**src/rtl/fighter_anim_ctrl.sv**
```systemverilog
// fighter_anim_ctrl: animation/attack sequencer for one fighter sprite.
// Drives the sprite select, hitbox-valid and busy/done handshake from
// crouch/punch requests, counting attack, recovery and hit-stun time in
// video frames (frame_tick).
// Optional feature: define FIGHTER_HITSTUN_EN to let `hit` force the STUN
// state; without it `hit` is ignored and STUN is unreachable.
module fighter_anim_ctrl #(
  parameter int unsigned ATK_FRAMES   = 12,
  parameter int unsigned ACTIVE_START = 3,
  parameter int unsigned ACTIVE_END   = 6,
  parameter int unsigned REC_FRAMES   = 8,
  parameter int unsigned STUN_FRAMES  = 16
) (
  input  logic       vga_clk,
  input  logic       Reset,
  input  logic       frame_tick,
  input  logic       crouch_req,
  input  logic       punch_req,
  input  logic       hit,
  output logic [2:0] sprite_sel,
  output logic       attack_active,
  output logic       busy,
  output logic       done
);

  typedef enum logic [2:0] {
    IDLE    = 3'd0,
    CROUCH  = 3'd1,
    PUNCH   = 3'd2,
    CPUNCH  = 3'd3,
    RECOVER = 3'd4,
    STUN    = 3'd5
  } state_t;

  localparam logic [5:0] ATK_LAST  = 6'(ATK_FRAMES - 1);
  localparam logic [5:0] REC_LAST  = 6'(REC_FRAMES - 1);
  localparam logic [5:0] STUN_LAST = 6'(STUN_FRAMES - 1);
  localparam logic [5:0] ACT_LO    = 6'(ACTIVE_START);
  localparam logic [5:0] ACT_HI    = 6'(ACTIVE_END);

  state_t     state, state_n;
  logic [5:0] cnt, cnt_n, cnt_inc;
  logic       low, low_n;
  logic       punch_prev;
  logic       punch_edge;
  logic       stun_req;

  logic [2:0] sprite_d;
  logic       attack_d;
  logic       busy_d;
  logic       done_d;

`ifdef FIGHTER_HITSTUN_EN
  assign stun_req = hit;
`else
  logic unused_hit;
  assign unused_hit = hit;
  assign stun_req   = 1'b0;
`endif

  assign punch_edge = punch_req & ~punch_prev;
  assign cnt_inc    = (cnt == '1) ? cnt : cnt + 6'd1;

  // State, frame counter, stance flag and punch history registers
  always_ff @(posedge vga_clk) begin
    if (Reset) begin
      state      <= IDLE;
      cnt        <= '0;
      low        <= 1'b0;
      punch_prev <= 1'b1;
    end else begin
      state      <= state_n;
      cnt        <= cnt_n;
      low        <= low_n;
      punch_prev <= punch_req;
    end
  end

  // Next-state, next-count and stance decisions
  always_comb begin
    state_n = state;
    cnt_n   = cnt;
    low_n   = low;
    if (stun_req) begin
      state_n = STUN;
      cnt_n   = '0;
    end else begin
      unique case (state)
        IDLE: begin
          if (punch_edge) begin
            state_n = crouch_req ? CPUNCH : PUNCH;
            low_n   = crouch_req;
            cnt_n   = '0;
          end else if (crouch_req) begin
            state_n = CROUCH;
            cnt_n   = '0;
          end
        end
        CROUCH: begin
          if (punch_edge) begin
            state_n = CPUNCH;
            low_n   = 1'b1;
            cnt_n   = '0;
          end else if (!crouch_req) begin
            state_n = IDLE;
            cnt_n   = '0;
          end
        end
        PUNCH, CPUNCH: begin
          if (frame_tick) begin
            if (cnt == ATK_LAST) begin
              state_n = RECOVER;
              cnt_n   = '0;
            end else begin
              cnt_n = cnt_inc;
            end
          end
        end
        RECOVER: begin
          if (frame_tick) begin
            if (cnt == REC_LAST) begin
              state_n = crouch_req ? CROUCH : IDLE;
              cnt_n   = '0;
            end else begin
              cnt_n = cnt_inc;
            end
          end
        end
        STUN: begin
          if (frame_tick) begin
            if (cnt == STUN_LAST) begin
              state_n = IDLE;
              cnt_n   = '0;
            end else begin
              cnt_n = cnt_inc;
            end
          end
        end
        default: begin
          state_n = IDLE;
          cnt_n   = '0;
          low_n   = 1'b0;
        end
      endcase
    end
  end

  // Output values decoded from the upcoming state so they can be registered
  // without adding a cycle of lag relative to the state register
  always_comb begin
    sprite_d = 3'd0;
    unique case (state_n)
      IDLE:    sprite_d = 3'd0;
      CROUCH:  sprite_d = 3'd1;
      PUNCH:   sprite_d = 3'd2;
      CPUNCH:  sprite_d = 3'd3;
      RECOVER: sprite_d = low_n ? 3'd1 : 3'd0;
      STUN:    sprite_d = 3'd4;
      default: sprite_d = 3'd0;
    endcase
    attack_d = ((state_n == PUNCH) || (state_n == CPUNCH)) &&
               (cnt_n >= ACT_LO) && (cnt_n <= ACT_HI);
    busy_d   = (state_n == PUNCH) || (state_n == CPUNCH) ||
               (state_n == RECOVER) || (state_n == STUN);
    done_d   = ((state == RECOVER) || (state == STUN)) && (state_n != state);
  end

  // Output registers
  always_ff @(posedge vga_clk) begin
    if (Reset) begin
      sprite_sel    <= '0;
      attack_active <= 1'b0;
      busy          <= 1'b0;
      done          <= 1'b0;
    end else begin
      sprite_sel    <= sprite_d;
      attack_active <= attack_d;
      busy          <= busy_d;
      done          <= done_d;
    end
  end

endmodule

```
**config.mk**
```make
export PLATFORM = sky130hd
export DESIGN_NAME = fighter_anim_ctrl
export DESIGN_NICKNAME = d
export VERILOG_FILES = /design/src/rtl/fighter_anim_ctrl.sv
export SDC_FILE = /design/constraint.sdc
export NUM_CORES = 1
export LEC_CHECK = 0
export ABC_AREA = 1
export BUFFER_PORTS_ARGS = -buffer_cell sky130_fd_sc_hd__buf_2
export CORE_MARGIN = 1
export CORE_UTILIZATION = 60
export CTS_BUF_LIST = sky130_fd_sc_hd__clkbuf_4 sky130_fd_sc_hd__clkbuf_8
export CTS_CLUSTER_SIZE = 25
export DETAILED_ROUTE_END_ITERATION = 12
export GPL_ROUTABILITY_DRIVEN = 0
export HOLD_SLACK_MARGIN = 0.06
export PLACE_DENSITY = 0.81
export SYNTH_ARGS = -nofsm -noshare
export SYNTH_HDL_FRONTEND = slang
export SYNTH_SLANG_ARGS = --single-unit
```
**constraint.sdc**
```tcl
create_clock -name vga_clk -period 2.1 [get_ports vga_clk]
set_clock_uncertainty 0.1 [all_clocks]
set_input_delay 0.42 -clock vga_clk [delete_from_list [all_inputs] [get_ports vga_clk]]
set_output_delay 0.42 -clock vga_clk [all_outputs]
set_load 0.005 [all_outputs]
```
== Word level (Yosys, flattened, before mapping) ==
Cells that the tools add are included.

* Output and inout bits: 6
* Flip-flop bits (word level): 17

* Equality and inequality tests: 15
* Multiplexer cells: 30
* Magnitude comparators: 2
* $add $sub $neg: 1
* Reduce and logical (&&, ||, !) cells: 10
* Bitwise logic cells: 2

{| class="wikitable"
|+ Operators with widths
! kind !! count
|-
| 6-bit two-way mux || 11
|-
| 3-bit two-way mux || 10
|-
| 3-bit case mux with 5 select lines || 2
|-
| 6-bit case mux with 5 select lines || 1
|-
| 3-bit by 2-bit == test with 1-bit output, second input constant || 4
|-
| 3-bit == test, second input constant || 4
|-
| 6-bit by 4-bit == test with 1-bit output, second input constant || 2
|-
| 6-bit by 1-bit adder with 6-bit output, second input constant || 1
|-
| 3-bit by 1-bit == test with 1-bit output, second input constant || 2
|-
| 6-bit by 3-bit == test with 1-bit output, second input constant || 1
|-
| 6-bit == test, second input constant || 1
|-
| 6-bit by 2-bit >= comparator with 1-bit output, second input constant || 1
|-
| 6-bit by 3-bit <= comparator with 1-bit output, second input constant || 1
|-
| 1-bit two-way mux || 5
|-
| 1-bit logical OR || 4
|-
| 4-bit OR reduction || 1
|-
| 1-bit logical AND || 3
|-
| 3-bit zero test || 1
|-
| 3-bit != test || 1
|-
| 1-bit case mux with 3 select lines || 1
|-
| 2-bit OR reduction || 1
|-
| 1-bit bitwise AND || 1
|-
| 1-bit inverter || 1
|}

== Logic depth before layout (Yosys ltp) ==
* Depth after elaboration: 8
* Depth in mapped cells: 13
* Gate-level depth less buffers: 13

== Worst setup path after synthesis ==
Ideal clock, no wire load.

* Path kind: reg2reg
* Start: register cnt[0]
* End: register attack_active
* Cell stages (with the launch flop): 10
* Data arrival time: 1.376 ns
* Library setup time: 0.115 ns
* Slack: 0.509 ns
* Clock period less this slack: 1.591 ns
* Cells stage by stage: dfxtp_1 -> ha_1 -> nand3_2 -> nor2_2 -> xor2_1 -> nand2_1 -> a21oi_2 -> nand3_1 -> nand2_1 -> nor2_1

* Longest elaborated chain between the ends: 8
* Elaborated cells on any way between the ends: 31
* Those cells by class: 1 x add/sub; 2 x order compare; 6 x eq/ne; 19 x mux; 3 x reduce/logical

{| class="wikitable"
|+ Ends and longest elaborated chain
! item !! line !! source
|-
| start: declaration || 42 || <nowiki>logic [5:0] cnt, cnt_n, cnt_inc;</nowiki>
|-
| start signal: assignment || 73 || <nowiki>cnt <= cnt_n;</nowiki>
|-
| 6-bit by 1-bit adder with 6-bit output (tied with other cells) || 62 || <nowiki>assign cnt_inc = (cnt == '1) ? cnt : cnt + 6'd1;</nowiki>
|-
| 6-bit two-way mux (tied with other cells) || 62 ||
|-
| 6-bit two-way mux (tied with other cells) || 131 || <nowiki>if (cnt == STUN_LAST) begin</nowiki>
|-
| 6-bit two-way mux (tied with other cells) || 130 || <nowiki>if (frame_tick) begin</nowiki>
|-
| 6-bit case mux with 5 select lines or 3-bit by 2-bit == test with 1-bit output (tied branches) || 88, 161 ||
|-
| 6-bit by 2-bit >= comparator with 1-bit output or 1-bit logical OR (tied branches) || 162, 161 ||
|-
| 1-bit logical AND || 161 || <nowiki>attack_d = ((state_n == PUNCH) || (state_n == CPUNCH)) &&</nowiki>
|-
| 1-bit logical AND * || 162 || <nowiki>(cnt_n >= ACT_LO) && (cnt_n <= ACT_HI);</nowiki>
|-
| end signal: assignment || 177 || <nowiki>attack_active <= attack_d;</nowiki>
|-
| end: declaration || 21 || <nowiki>output logic attack_active,</nowiki>
|}

Mark *: on every way between the ends. The rest lies on a longest branch, timed or not.
A chain may end at the register's enable or synchronous reset.

== Worst setup path in the final report ==
Ends and elaborated chain as after synthesis.

==> results.md <==
| Parameter | Reported | Unit |
|:---|:---|:---|
| Layout net count | 200 | - |
| Leakage dissipation | 0.589 | nW |
| Share of total power in sequential cells | 56.6 | % |
| Mapped Cells | 180 | - |
| Worst slew slack as a fraction of its limit | 73.1 | % |
| Final-report hold violation count | 0 | - |
| Hpwl dp | 2040 | um |
| Max-cap violation count | 0 | - |
| Average wire per standard cell | 11.9 | um |
| Worst path setup slack after routing | 0.257 | ns |
| Arrival time at the worst endpoint | 1.94 | ns |
| Vias per cell | 5.24 | - |
| Die width | 45.7 | um |
| Layout cells sized above 1 | 24.0 | % |
| Post-place setup slack | 0.275 | ns |
| Post-synthesis instance area | 1150 | um^2 |
| 1st-pass router iterations | 5 | - |
| Number of rows in the core area | 15 | - |
| Routed via count | 1137 | - |
| Fraction of the yosys area taken by sequential cells | 29.7 | % |
| Global route overflow | 0 | - |
| Root cell of the clock tree | clkbuf_4 | - |
| Y dimension of the die | 45.7 | um |
| Share of power burned in the clock network | 29.0 | % |
| Period utilization | 87.7 | % |
| Post-CTS Repair Setup Buffers | 0 | - |
| Least-Margin Pin Slew | 0.399 | ns |
| Number of cells in the design after placement | 213 | - |
| Sw Ratio | 28.1 | % |
| Number of warnings issued by yosys | 0 | - |
| Post-Syn Area per Cell | 6.37 | um^2 |
| Clock edge transition at the registers on the reported setup and hold paths | 0.10 | ns |
| Non-Filler Instances | 217 | - |
| Power per cell area | 485 | nW/um^2 |
| Antenna Cells | 0 | - |
| Count of unresolved DRC violations after routing | 0 | - |
| Quantity of hold-fixing buffers added after cts | 0 | - |
| CTS tree | built | - |
| Clock insertion delay at the later pin of the skew report | 0.30 | ns |
| Number of buffers created by CTS | 3 | - |
| Number of levels the H-tree was split into | 1 | - |
| Drt total wl | 2590 | um |
| Kind of launch point of the worst setup path | register | - |
| Cell internal power dissipation | 0.434 | mW |
| Combinational cell fraction of total power | 14.4 | % |
| Most prevalent standard cell on the critical path | nand2_1 | - |
| Maximum fanout along the worst path | 5 | - |
| Overall die area | 2090 | um^2 |
| Class of the tightest hold or removal check | in -> reg | - |
| Critical path class | reg -> reg | - |
| Tot GR Track Use | 28.7 | % |
| Via count of the first global-routing pass | 998 | - |
| Remaining antenna violation count | 0 | - |
| Cell-by-cell trace of the critical path | ha_1, nand3_2, nor2_2, xor2_1, nand2_1, a21oi_2, nand3_1, nand2_1, nor2_1 | - |
| Global-route wire length before repair | 4190 | um |
| Post-route worst hold slack | 0.213 | ns |
| Sum of negative setup slack | 0 | ns |
| Max Clk Rate | 543 | MHz |
| Standard cell core area | 1760 | um^2 |
| Number of unique standard cell types used by synthesis | 28 | - |
| Largest buffer count on any clock path | 2 | - |
| # IOs | 12 | - |
| Slowest cell on crit path | dfxtp_1 | - |
| Outcome | completed | - |
| Total net switching power | 0.170 | mW |
| CTS sink count | 17 | - |
| Final count of pins violating max slew | 0 | - |
| Initial standard-cell utilization of the core | 65.0 | % |
| Pin count of the biggest net entering global routing | 14 | - |
| Worst stage delay on the critical path | 0.42 | ns |
| Sum of internal, switching and leakage power | 0.603 | mW |
| Quantity of I/O buffers inserted on ports | 10 | - |
| Area growth from synthesis to layout | 8.51 | % |
| RSZ-0062 raised after global routing | no | - |
| Crit path time final | 1.84 | ns |
| Post-synth net total | 187 | - |
| Number of gates given a new drive strength after cts | 0 | - |
| Worst IR Drop VDD | 575 | uV |
| Data required, critical path | 2.20 | ns |
| FF+latch count, synth | 17 | - |
| Setup violation total in the final timing report | 0 | - |
| Number of antenna violations at the first check in global routing | 0 | - |
| DRT iter0 DRCs | 46 | - |
| Category of the worst setup path capture point | register | - |
## flip-flops by register name, summed over array words and instances, names as in the netlist
signal,flops
punch_prev,1
sprite_sel,3
done,1
state,3
low,1
cnt,6
attack_active,1
busy,1
## path summary, 6_finish.rpt
path	start	cells past startpoint	to	slack (ns)
worst max-delay path	cnt[0]	9	attack_active	0.26
worst min-delay path	punch_req	3	punch_prev	0.21
worst max register to register	cnt[0]	9	attack_active	0.26
worst min register to register	cnt[1]	2	cnt[1]	0.45
## placed cells by master (no fill, tap or decap), types with 3 or more instances in the layout
cell type / count
o21ai_0: 6
inv_1: 19
nand2_1: 44
a21oi_1: 7
buf_2: 10
nand2_4: 3
clkbuf_4: 3
nor2_2: 5
nor2_1: 28
nand3_2: 3
inv_2: 5
nand2_2: 7
dfxtp_1: 17
nand3_1: 13
nor2_4: 3
## cells by family (layout without fill, tap and decap cells)
kind of cell,after synthesis,count (layout),share of synthesized area [%]
compound gates,21,21,10.8
simple gates,113,113,48.4
xor+xnor,1,1,0.763
flops,17,17,29.7
buf+inv,27,39,9.27
fa+ha+maj,1,1,1.09
## layout make-up
cell class	count	area, um^2
inverters	25	95.1
multi-input cells	136	701
fillers	181	519
well taps	25	31.3
flip-flops and latches	17	340
clock buffers	3	22.5
repair buffers	10	50.0
clock inverters	1	5.00
## power by group through the flow
stage	sequential, mW	clock, mW	combinational [mW]
floorplan	0.348	0	0.0645
global placement	0.348	0	0.0836
detailed placement	0.349	0	0.0861
CTS	0.341	0.186	0.0866
global route	0.343	0.201	0.0984
finish	0.341	0.175	0.0871
## cells in the mapped netlist, drive strengths merged
library cell	count	area, um^2
nand2	54	243
nor2	36	170
inv	24	90.1
dfxtp	17	340
nand3	16	95.1
a21oi	9	52.6
o21ai	9	48.8
nor3	3	20.0
nand4	2	12.5
o21a	2	15.0
and2	1	8.76
buf	1	7.51
clkbuf	1	3.75
clkinv	1	5.00
ha	1	12.5
nor4	1	6.26
o31ai	1	7.51
xor2	1	8.76
## through the flow
step	cell area (um^2)	util (%)
4_1_cts	1240	70.6
3_5_place_dp	1220	69.0
3_3_place_gp	1220	69.0
6_report	1240	70.6
2_1_floorplan	1150	-
5_1_grt	1240	70.6
## critical path: cells and delay by family (launching register included)
| family | cells | cell delay (ns) |
|---|---|---|
| AOI/OAI and AO/OA | 1 | 0.17 |
| adders and majority gates | 1 | 0.27 |
| DFF | 1 | 0.42 |
| xor gates and xnor gates | 1 | 0.18 |
| and+or+nand+nor | 6 | 0.61 |
## layer usage
layer,track usage [%],vias to the layer above,share of wire [%]
met2,43.4,40,47
li1,-,592,-
met3,3.57,7,6.2
met1,39.0,498,44
met5,0,-,0
met4,16.5,0,2.1
(Power assumes the default switching activity.)
